$ cat config.mk
export PLATFORM = sky130hd
export DESIGN_NAME = round_robin_grant_scheduler
export DESIGN_NICKNAME = d
export VERILOG_FILES = /design/src/rtl/round_robin_grant_scheduler.sv
export SDC_FILE = /design/constraint.sdc
export NUM_CORES = 1
export LEC_CHECK = 0
export CORE_UTILIZATION = 45
export CTS_CLUSTER_DIAMETER = 60
export DETAILED_ROUTE_END_ITERATION = 12
export PLACE_DENSITY_LB_ADDON = 0.2
export SYNTH_ARGS = -nofsm -noshare
export SYNTH_HDL_FRONTEND = slang
export SYNTH_SLANG_ARGS = --single-unit
$ cat constraint.sdc
create_clock -name clock -period 2.3 [get_ports clock]
set_input_delay 0.23 -clock clock [delete_from_list [all_inputs] [get_ports clock]]
set_output_delay 0.23 -clock clock [all_outputs]
set_load 0.05 [all_outputs]
$ cat src/rtl/round_robin_grant_scheduler.sv
// round_robin_grant_scheduler
//   Registered round-robin arbiter with a valid/ready handshake on the grant
//   side. Priority selection uses two fast_first_one instances: one on the
//   requests above the last-served index, one on the raw request vector.
//
//   Optional feature macro: ROUND_ROBIN_GRANT_SCHEDULER_LOCK_EN (adds `lock`).
//
//   Parameters:
//     REQUESTERS   number of requesters (>= 2)
//     INDEX_WIDTH  derived width of grant_index
//   Ports:
//     clock        in   system clock, rising edge
//     reset        in   asynchronous active-high reset
//     requests     in   [REQUESTERS] level-sensitive request per requester
//     grant        out  [REQUESTERS] one-hot grant, zero when not valid
//     grant_index  out  [INDEX_WIDTH] binary index of grant, zero when not valid
//     grant_valid  out  a grant is being presented
//     grant_ready  in   resource accepts/completes the current grant
//     lock         in   (LOCK_EN only) keep current owner at handshake

// Isolates the lowest set bit of a vector and encodes its position.
//   i_vec     in   vector to search
//   o_onehot  out  lowest set bit of i_vec, zero if none
//   o_index   out  binary position of o_onehot
//   o_found   out  i_vec has at least one bit set
module fast_first_one #(
  parameter  int WIDTH = 8,
  localparam int IW    = $clog2(WIDTH)
) (
  input  logic [WIDTH-1:0] i_vec,
  output logic [WIDTH-1:0] o_onehot,
  output logic [IW-1:0]    o_index,
  output logic             o_found
);

  always_comb begin
    // Two's-complement trick: x & -x keeps only the lowest set bit.
    o_onehot = i_vec & (~i_vec + WIDTH'(1));
    o_found  = |i_vec;
    o_index  = '0;
    for (int unsigned i = 0; i < WIDTH; i++) begin
      if (o_onehot[i]) begin
        o_index = o_index | IW'(i);
      end
    end
  end

endmodule

module round_robin_grant_scheduler #(
  parameter  int REQUESTERS  = 8,
  localparam int INDEX_WIDTH = $clog2(REQUESTERS)
) (
  input  logic                   clock,
  input  logic                   reset,
  input  logic [REQUESTERS-1:0]  requests,
  output logic [REQUESTERS-1:0]  grant,
  output logic [INDEX_WIDTH-1:0] grant_index,
  output logic                   grant_valid,
`ifdef ROUND_ROBIN_GRANT_SCHEDULER_LOCK_EN
  input  logic                   lock,
`endif
  input  logic                   grant_ready
);

  typedef enum logic {
    IDLE,
    GRANTED
  } state_t;

  state_t                 r_state;
  state_t                 w_state_next;

  logic [REQUESTERS-1:0]  r_grant;
  logic [INDEX_WIDTH-1:0] r_grant_index;
  logic [INDEX_WIDTH-1:0] r_last_index;

  logic [REQUESTERS-1:0]  w_grant_next;
  logic [INDEX_WIDTH-1:0] w_grant_index_next;
  logic [INDEX_WIDTH-1:0] w_last_index_next;

  logic                   w_handshake;
  logic                   w_any_request;
  logic                   w_hold_lock;
  logic [INDEX_WIDTH-1:0] w_base;
  logic [REQUESTERS-1:0]  w_mask;
  logic [REQUESTERS-1:0]  w_masked_requests;

  logic [REQUESTERS-1:0]  w_masked_onehot;
  logic [INDEX_WIDTH-1:0] w_masked_index;
  logic                   w_masked_found;
  logic [REQUESTERS-1:0]  w_raw_onehot;
  logic [INDEX_WIDTH-1:0] w_raw_index;
  logic                   w_raw_found;

  logic [REQUESTERS-1:0]  w_cand_onehot;
  logic [INDEX_WIDTH-1:0] w_cand_index;

  assign w_handshake   = (r_state == GRANTED) && grant_ready;
  assign w_any_request = |requests;

`ifdef ROUND_ROBIN_GRANT_SCHEDULER_LOCK_EN
  assign w_hold_lock = lock && (|(requests & r_grant));
`else
  assign w_hold_lock = 1'b0;
`endif

  // During a handshake the requester being released is already the lowest
  // priority, before last_index has caught up.
  assign w_base = w_handshake ? r_grant_index : r_last_index;

  always_comb begin
    w_mask = '0;
    for (int unsigned i = 0; i < REQUESTERS; i++) begin
      w_mask[i] = (i > 32'(w_base));
    end
  end

  assign w_masked_requests = requests & w_mask;

  fast_first_one #(.WIDTH(REQUESTERS)) u_ffo_masked (
    .i_vec    (w_masked_requests),
    .o_onehot (w_masked_onehot),
    .o_index  (w_masked_index),
    .o_found  (w_masked_found)
  );

  fast_first_one #(.WIDTH(REQUESTERS)) u_ffo_raw (
    .i_vec    (requests),
    .o_onehot (w_raw_onehot),
    .o_index  (w_raw_index),
    .o_found  (w_raw_found)
  );

  // Wrap around to the raw vector when nothing sits above the base.
  always_comb begin
    w_cand_onehot = '0;
    w_cand_index  = '0;
    if (w_masked_found) begin
      w_cand_onehot = w_masked_onehot;
      w_cand_index  = w_masked_index;
    end else if (w_raw_found) begin
      w_cand_onehot = w_raw_onehot;
      w_cand_index  = w_raw_index;
    end
  end

  // State register
  always_ff @(posedge clock or posedge reset) begin
    if (reset) begin
      r_state <= IDLE;
    end else begin
      r_state <= w_state_next;
    end
  end

  // Next-state logic
  always_comb begin
    w_state_next = r_state;
    case (r_state)
      IDLE: begin
        if (w_any_request) begin
          w_state_next = GRANTED;
        end
      end
      GRANTED: begin
        if (w_handshake && !w_hold_lock && !w_any_request) begin
          w_state_next = IDLE;
        end
      end
      default: w_state_next = IDLE;
    endcase
  end

  // Output/datapath next values
  always_comb begin
    w_grant_next       = r_grant;
    w_grant_index_next = r_grant_index;
    w_last_index_next  = r_last_index;
    case (r_state)
      IDLE: begin
        if (w_any_request) begin
          w_grant_next       = w_cand_onehot;
          w_grant_index_next = w_cand_index;
        end
      end
      GRANTED: begin
        if (w_handshake && !w_hold_lock) begin
          w_last_index_next = r_grant_index;
          if (w_any_request) begin
            w_grant_next       = w_cand_onehot;
            w_grant_index_next = w_cand_index;
          end else begin
            w_grant_next       = '0;
            w_grant_index_next = '0;
          end
        end
      end
      default: begin
        w_grant_next       = '0;
        w_grant_index_next = '0;
      end
    endcase
  end

  always_ff @(posedge clock or posedge reset) begin
    if (reset) begin
      r_grant       <= '0;
      r_grant_index <= '0;
      r_last_index  <= INDEX_WIDTH'(REQUESTERS - 1);
    end else begin
      r_grant       <= w_grant_next;
      r_grant_index <= w_grant_index_next;
      r_last_index  <= w_last_index_next;
    end
  end

  assign grant       = r_grant;
  assign grant_index = r_grant_index;
  assign grant_valid = (r_state == GRANTED);

endmodule

After elaboration in Yosys (flattened, before gate mapping)
Cells that the tools add are included.
Operators by class
  $add $sub $neg: 2
  $lt $le $gt $ge: 7
  equality and inequality tests: 2
  muxes and demuxes: 28
  bitwise logic cells: 6
  reductions and logical operators: 6
Operator list (count)
  $mux W3: 13
  $mux W8: 4
  $and A8 B8 Y8: 3
  $add A8 B1 Y8 const B: 2
  $not A8 Y8: 2
  $pmux W8 S2: 1
  $reduce_or A8 Y1: 2
  $gt A3 B3 Y1 const A: 4
  $mux W2: 4
  $gt A2 B3 Y1 const A: 2
  $pmux W3 S2: 1
  $mux W1: 4
  $gt A1 B3 Y1 const A: 1
  $logic_and A1 B1 Y1: 2
  $ne A2 B1 Y1 const B: 1
  $ne A2 B2 Y1 const B: 1
  $pmux W1 S2: 1
  $reduce_and A2 Y1: 1
  $logic_not A1 Y1: 1
  $not A1 Y1: 1
Word-level totals
  bits in registers: 15
  bits of input ports: 11
  output and inout bits: 12
  logic and storage cells: 55

Logic depth before layout (Yosys ltp)
  word-level depth: 18
  depth in mapped cells: 8
  gate-level depth less buffers: 7

Modules after synthesis
A second synthesis with hierarchy kept.
Unflattened totals
  cell total of the unflattened synthesis: 136
  area total of the unflattened synthesis: 1203.7 µm²
Modules (own cells, without submodules)
  round_robin_grant_scheduler: times used 1, cells an instance 88, area an instance 910.9 µm², seq. area each 379.1 µm²
  fast_first_one: times used 2, cells an instance 24, area an instance 146.4 µm², seq. area each 0.0 µm²

Worst setup path after synthesis
Ideal clock, no wire load.
  kind: register -> register
  from: reg r_state, in the netlist grant_valid
  to: reg r_grant_index[0], in the netlist grant_index[0]
  library setup time: 121 ps
  arrival: 2050 ps
  path slack: 129 ps
  stages on the path, launching flop included: 9
  path buffers: 1
  cell sequence: dfrtp_1 -> and2_4 -> buf_12 -> mux2i_4 -> inv_4 -> a21oi_2 -> o21ai_2 -> a22o_1 -> a22o_1
Between the ends
  longest elaborated chain between the ends: 18
Ends and longest elaborated chain
  start, declared: line 71  | state_t r_state;
  start signal, assigned: line 153  | r_state <= w_state_next;
  $logic_and A1 B1 Y1: line 99  | assign w_handshake = (r_state == GRANTED) && grant_ready;
  $mux W3
  $gt A1 B3 Y1: line 115  | w_mask[i] = (i > 32'(w_base));
  $and A8 B8 Y8: line 119  | assign w_masked_requests = requests & w_mask;
  $not A8 Y8: line 38  | o_onehot = i_vec & (~i_vec + WIDTH'(1));
  $add A8 B1 Y8: line 38
  $and A8 B8 Y8: line 38
  $mux W1: line 42  | if (o_onehot[i]) begin
  $mux W2 (2 in a row): line 42
  $mux W3 (4 in a row): line 42
  $mux W3: line 139  | if (w_masked_found) begin
  $mux W3: line 190  | if (w_any_request) begin
  $mux W3: line 188  | if (w_handshake && !w_hold_lock) begin
  $pmux W3 S2: line 180  | case (r_state)
  end signal, assigned: line 213  | r_grant_index <= w_grant_index_next;
  end, declared: line 75  | logic [INDEX_WIDTH-1:0] r_grant_index;
Parallel ways exist; a longest one is shown, timed or not. The select of a mux whose other input is x is not followed.
A chain may end at the register's enable or synchronous reset.

Worst setup path after layout
  from: reg r_last_index[0]
  to: reg r_grant[1], in the netlist grant[1]
Between the ends
  longest elaborated chain between the ends: 10
Ends and longest elaborated chain
  start, declared: line 76  | logic [INDEX_WIDTH-1:0] r_last_index;
  start signal, assigned: line 210  | r_last_index <= INDEX_WIDTH'(REQUESTERS - 1);
  start signal, assigned: line 214  | r_last_index <= w_last_index_next;
  $mux W3 (*)
  $gt A1 B3 Y1: line 115
  $and A8 B8 Y8 (*): line 119
  $not A8 Y8: line 38
  $add A8 B1 Y8: line 38
  $and A8 B8 Y8: line 38
  $mux W8 (*): line 139
  $mux W8: line 190
  $mux W8: line 188
  $pmux W8 S2 (*): line 180
  end signal, assigned: line 212  | r_grant <= w_grant_next;
  end, declared: line 74  | logic [REQUESTERS-1:0] r_grant;
Mark *: on every way between the ends. The rest lies on a longest branch, timed or not. The select of a mux whose other input is x is not followed.

==> impl_results.md <==
- Status: finished clean
- Antenna cells: 0
- Clock sink total: 15
- Yosys cell types: 44
- Initial Utilization: 0.477
- Non-Filler Instances: ~170
- Wire per inst: 16.6 um
- Post-synth EDFFs: 0
- YS warnings: 0
- Hold_buf cts: 0
- Clock-pin slew on the worst setup and hold paths: roughly 0.1 ns
- RSZ-0062 raised after global routing: no
- Post-synth top area cell: dfrtp_1
- Clk root buf: clkbuf_4
- Fin crit period: between 2 and 2.5 ns
- Die Span Y: 50.2 um
- IO Port Bufs: 22
- Std-Cell Rows: 17
- CTS Buffer Depth: 2
- Required @ worst endpoint: between 2 and 3 ns
- Final ANT Viol Nets: 0
- Top cells by count, synth: 12 x dfrtp_1, 11 x nor2_1, 10 x nand2_1
- Seq pwr share: 0.299
- Setup Fix Bufs, Post-CTS: 0
- Total Neg Setup Slack: 0 ns
- Cells after DPL: approximately 170
- Synth top area cells: dfrtp_1 29%, dfstp_2 7.5%, mux2i_4 4.3%
- Combinational Power Share: 0.599
- Num CTS Buffers: 3
- WHS: roughly 0.3 ns
- # setup viols final: 0
- Crit-path max FO: 6
- Top_reg_cell synth: dfrtp_1
- Internal Pwr Total: roughly 0.80 mW
- Drt drc: 0
- Rel. slew slack: 0.600
- Max-cap viol count: 0
- Mapped Nets: 120
- Hold Crit Class: in -> async
- Leakage: 0.590 nW
- DP HPWL: roughly 2.2 mm
- Initial antenna violation count: 0
- Total grt overflow: 0
- Share of layout cells above drive strength 1: 0.248
- Sw Ratio: 0.481
- Pwr dens: 1110 nW/um^2
- Max Fclk: a little under 500 MHz
- Fill cells: 175
- Vias: between 1k and 1.5k
- Mean post-synth cell area: 9.58 um^2
- Largest net degree at the start of global routing: 16
- Worst-margin pin slew: 0.600 ns
- Setup Skew: between 0.008 and 0.009 ns
- Crit end category: flop
- Initial DRC count: slightly below 60
- Mapped Area: between 1000 and 1500 um^2
- Vias in the first global route: around 1.1k
- Resized cells post-CTS: 0
- Final Hold Viols: 0
- Fin crit share: 0.875
- Skew-Pair Late Insertion Delay: between 0.2 and 0.3 ns
- Crit Path Class: reg -> reg
- GRT Util Overall: 0.264
- Sequential area share after synthesis: 0.363
- P_sw: about 0.74 mW
- Core region area: between 2000 and 2500 um^2
- Die area: approximately 2500 um^2
- Die X: ~50 um
- Total wire length: 2.87 mm
- Syn Inst Count: 109
- Total power: ~1.5 mW
- Reg2reg setup slack: just under 0.3 ns
- Final nets: 157
- FFs w/ async S/R, synth: 1.00
- First-pass DRT Iterations: 5
- FF+latch count, synth: 15
- Clock Power Share: 0.102
- VDD IR max: about 0.00065 V
- CTS tree: yes
- Post-layout util: 0.636
- Data arrival, critical path: around 2.2 ns
- GPL Wtd Cong: between 1 and 1.5
- Post-synth top area share: 0.287
- Vias per cell: just over 6
- Most frequent cell after synthesis: dfrtp_1
- IO Pins: 23
- Global-route wire length before repair: 5.02 mm
- Slew Limit Fails: 0
- Setup crit start kind: flop
- Number of H-tree levels: 1
- Area grow syn2layout: 33.3%
cell usage in the layout, fill, tap and decap left out, types with 2 or more instances in the layout:
master,instances
nand4_1,4
a32oi_1,3
o211a_1,2
o21ai_0,2
nand2_1,10
mux2i_4,2
o31ai_1,3
nand3_1,4
inv_1,4
dfstp_2,3
clkbuf_4,3
nand2b_1,3
a32o_1,4
dfrtp_1,12
buf_4,12
o21ai_2,2
mux2_4,2
a21o_1,2
a21oi_1,3
a22o_1,4
nor2_1,11
clkdlybuf4s50_1,22
o21ai_1,5
worst paths after layout:
| check | start | endpoint | cells past startpoint |
|---|---|---|---|
| worst max-delay path | r_last_index[0] | grant[1] | 6 |
| worst min-delay path | reset | grant[3] | 2 |
| worst max register to register | r_last_index[0] | grant[1] | 6 |
| worst min register to register | grant[5] | grant[5] | 1 |
| max in group asynchronous | reset | grant[7] | 2 |
| min in group clock | grant[5] | grant[5] | 1 |
routing by layer:
metal / GRT usage / up-vias / part of all wire
li1: - / 492 / -
met1: 0.345 / 480 / 0.43
met2: 0.438 / 61 / 0.46
met3: 0.0333 / 17 / 0.077
met4: 0.110 / 0 / 0.037
met5: 0 / - / 0
kinds of logic after synthesis:
group | synth area share
flip-flops | 0.363
AO/OA/AOI/OAI | 0.299
AND/OR/NAND/NOR | 0.208
multiplexers | 0.0826
buffers and inverters | 0.0467
power groups by stage:
stage / clock (mW) / sequential (mW) / combinational (mW)
6_report: 0.157 / 0.460 / 0.922
3_3_place_gp: 0 / 0.460 / 0.905
2_1_floorplan: 0 / 0.668 / 0.435
5_1_grt: 0.172 / 0.473 / 0.981
3_5_place_dp: 0 / 0.465 / 0.910
4_1_cts: 0.159 / 0.460 / 0.913
cell type report:
class                           count  area (um^2)  area share
Multi-Input combinational cell     86          617       0.443
Inverter                            6         25.0      0.0180
Tap cell                           28         35.0      0.0252
Clock buffer                        4         26.3      0.0189
Sequential cell                    15          379       0.272
Timing Repair Buffer               34          310       0.223
stage by stage:
stage | cell area [um^2] | worst slack (ns)
finish | 1390 | 0.288
detailed placement | 1370 | 0.0744
global placement | 1370 | 0.0984
floorplan | 1040 | 0.129
global route | 1390 | 0.142
CTS | 1390 | 0.313
worst max-delay path, stage by stage, from the launching register on:
cell and delay (ns):
dfstp_2 0.57, a21boi_0 0.27, o31ai_1 0.12, a21o_1 0.22, o21ai_2 0.29, nand4_2 0.23
o31ai_2 0.22
state kept, by name, indices dropped and copies added (netlist names):
| register | flops |
|---|---|
| grant | 8 |
| grant_index | 3 |
| grant_valid | 1 |
| r_last_index | 3 |
Note: power is estimated with default switching activity, not from simulation.
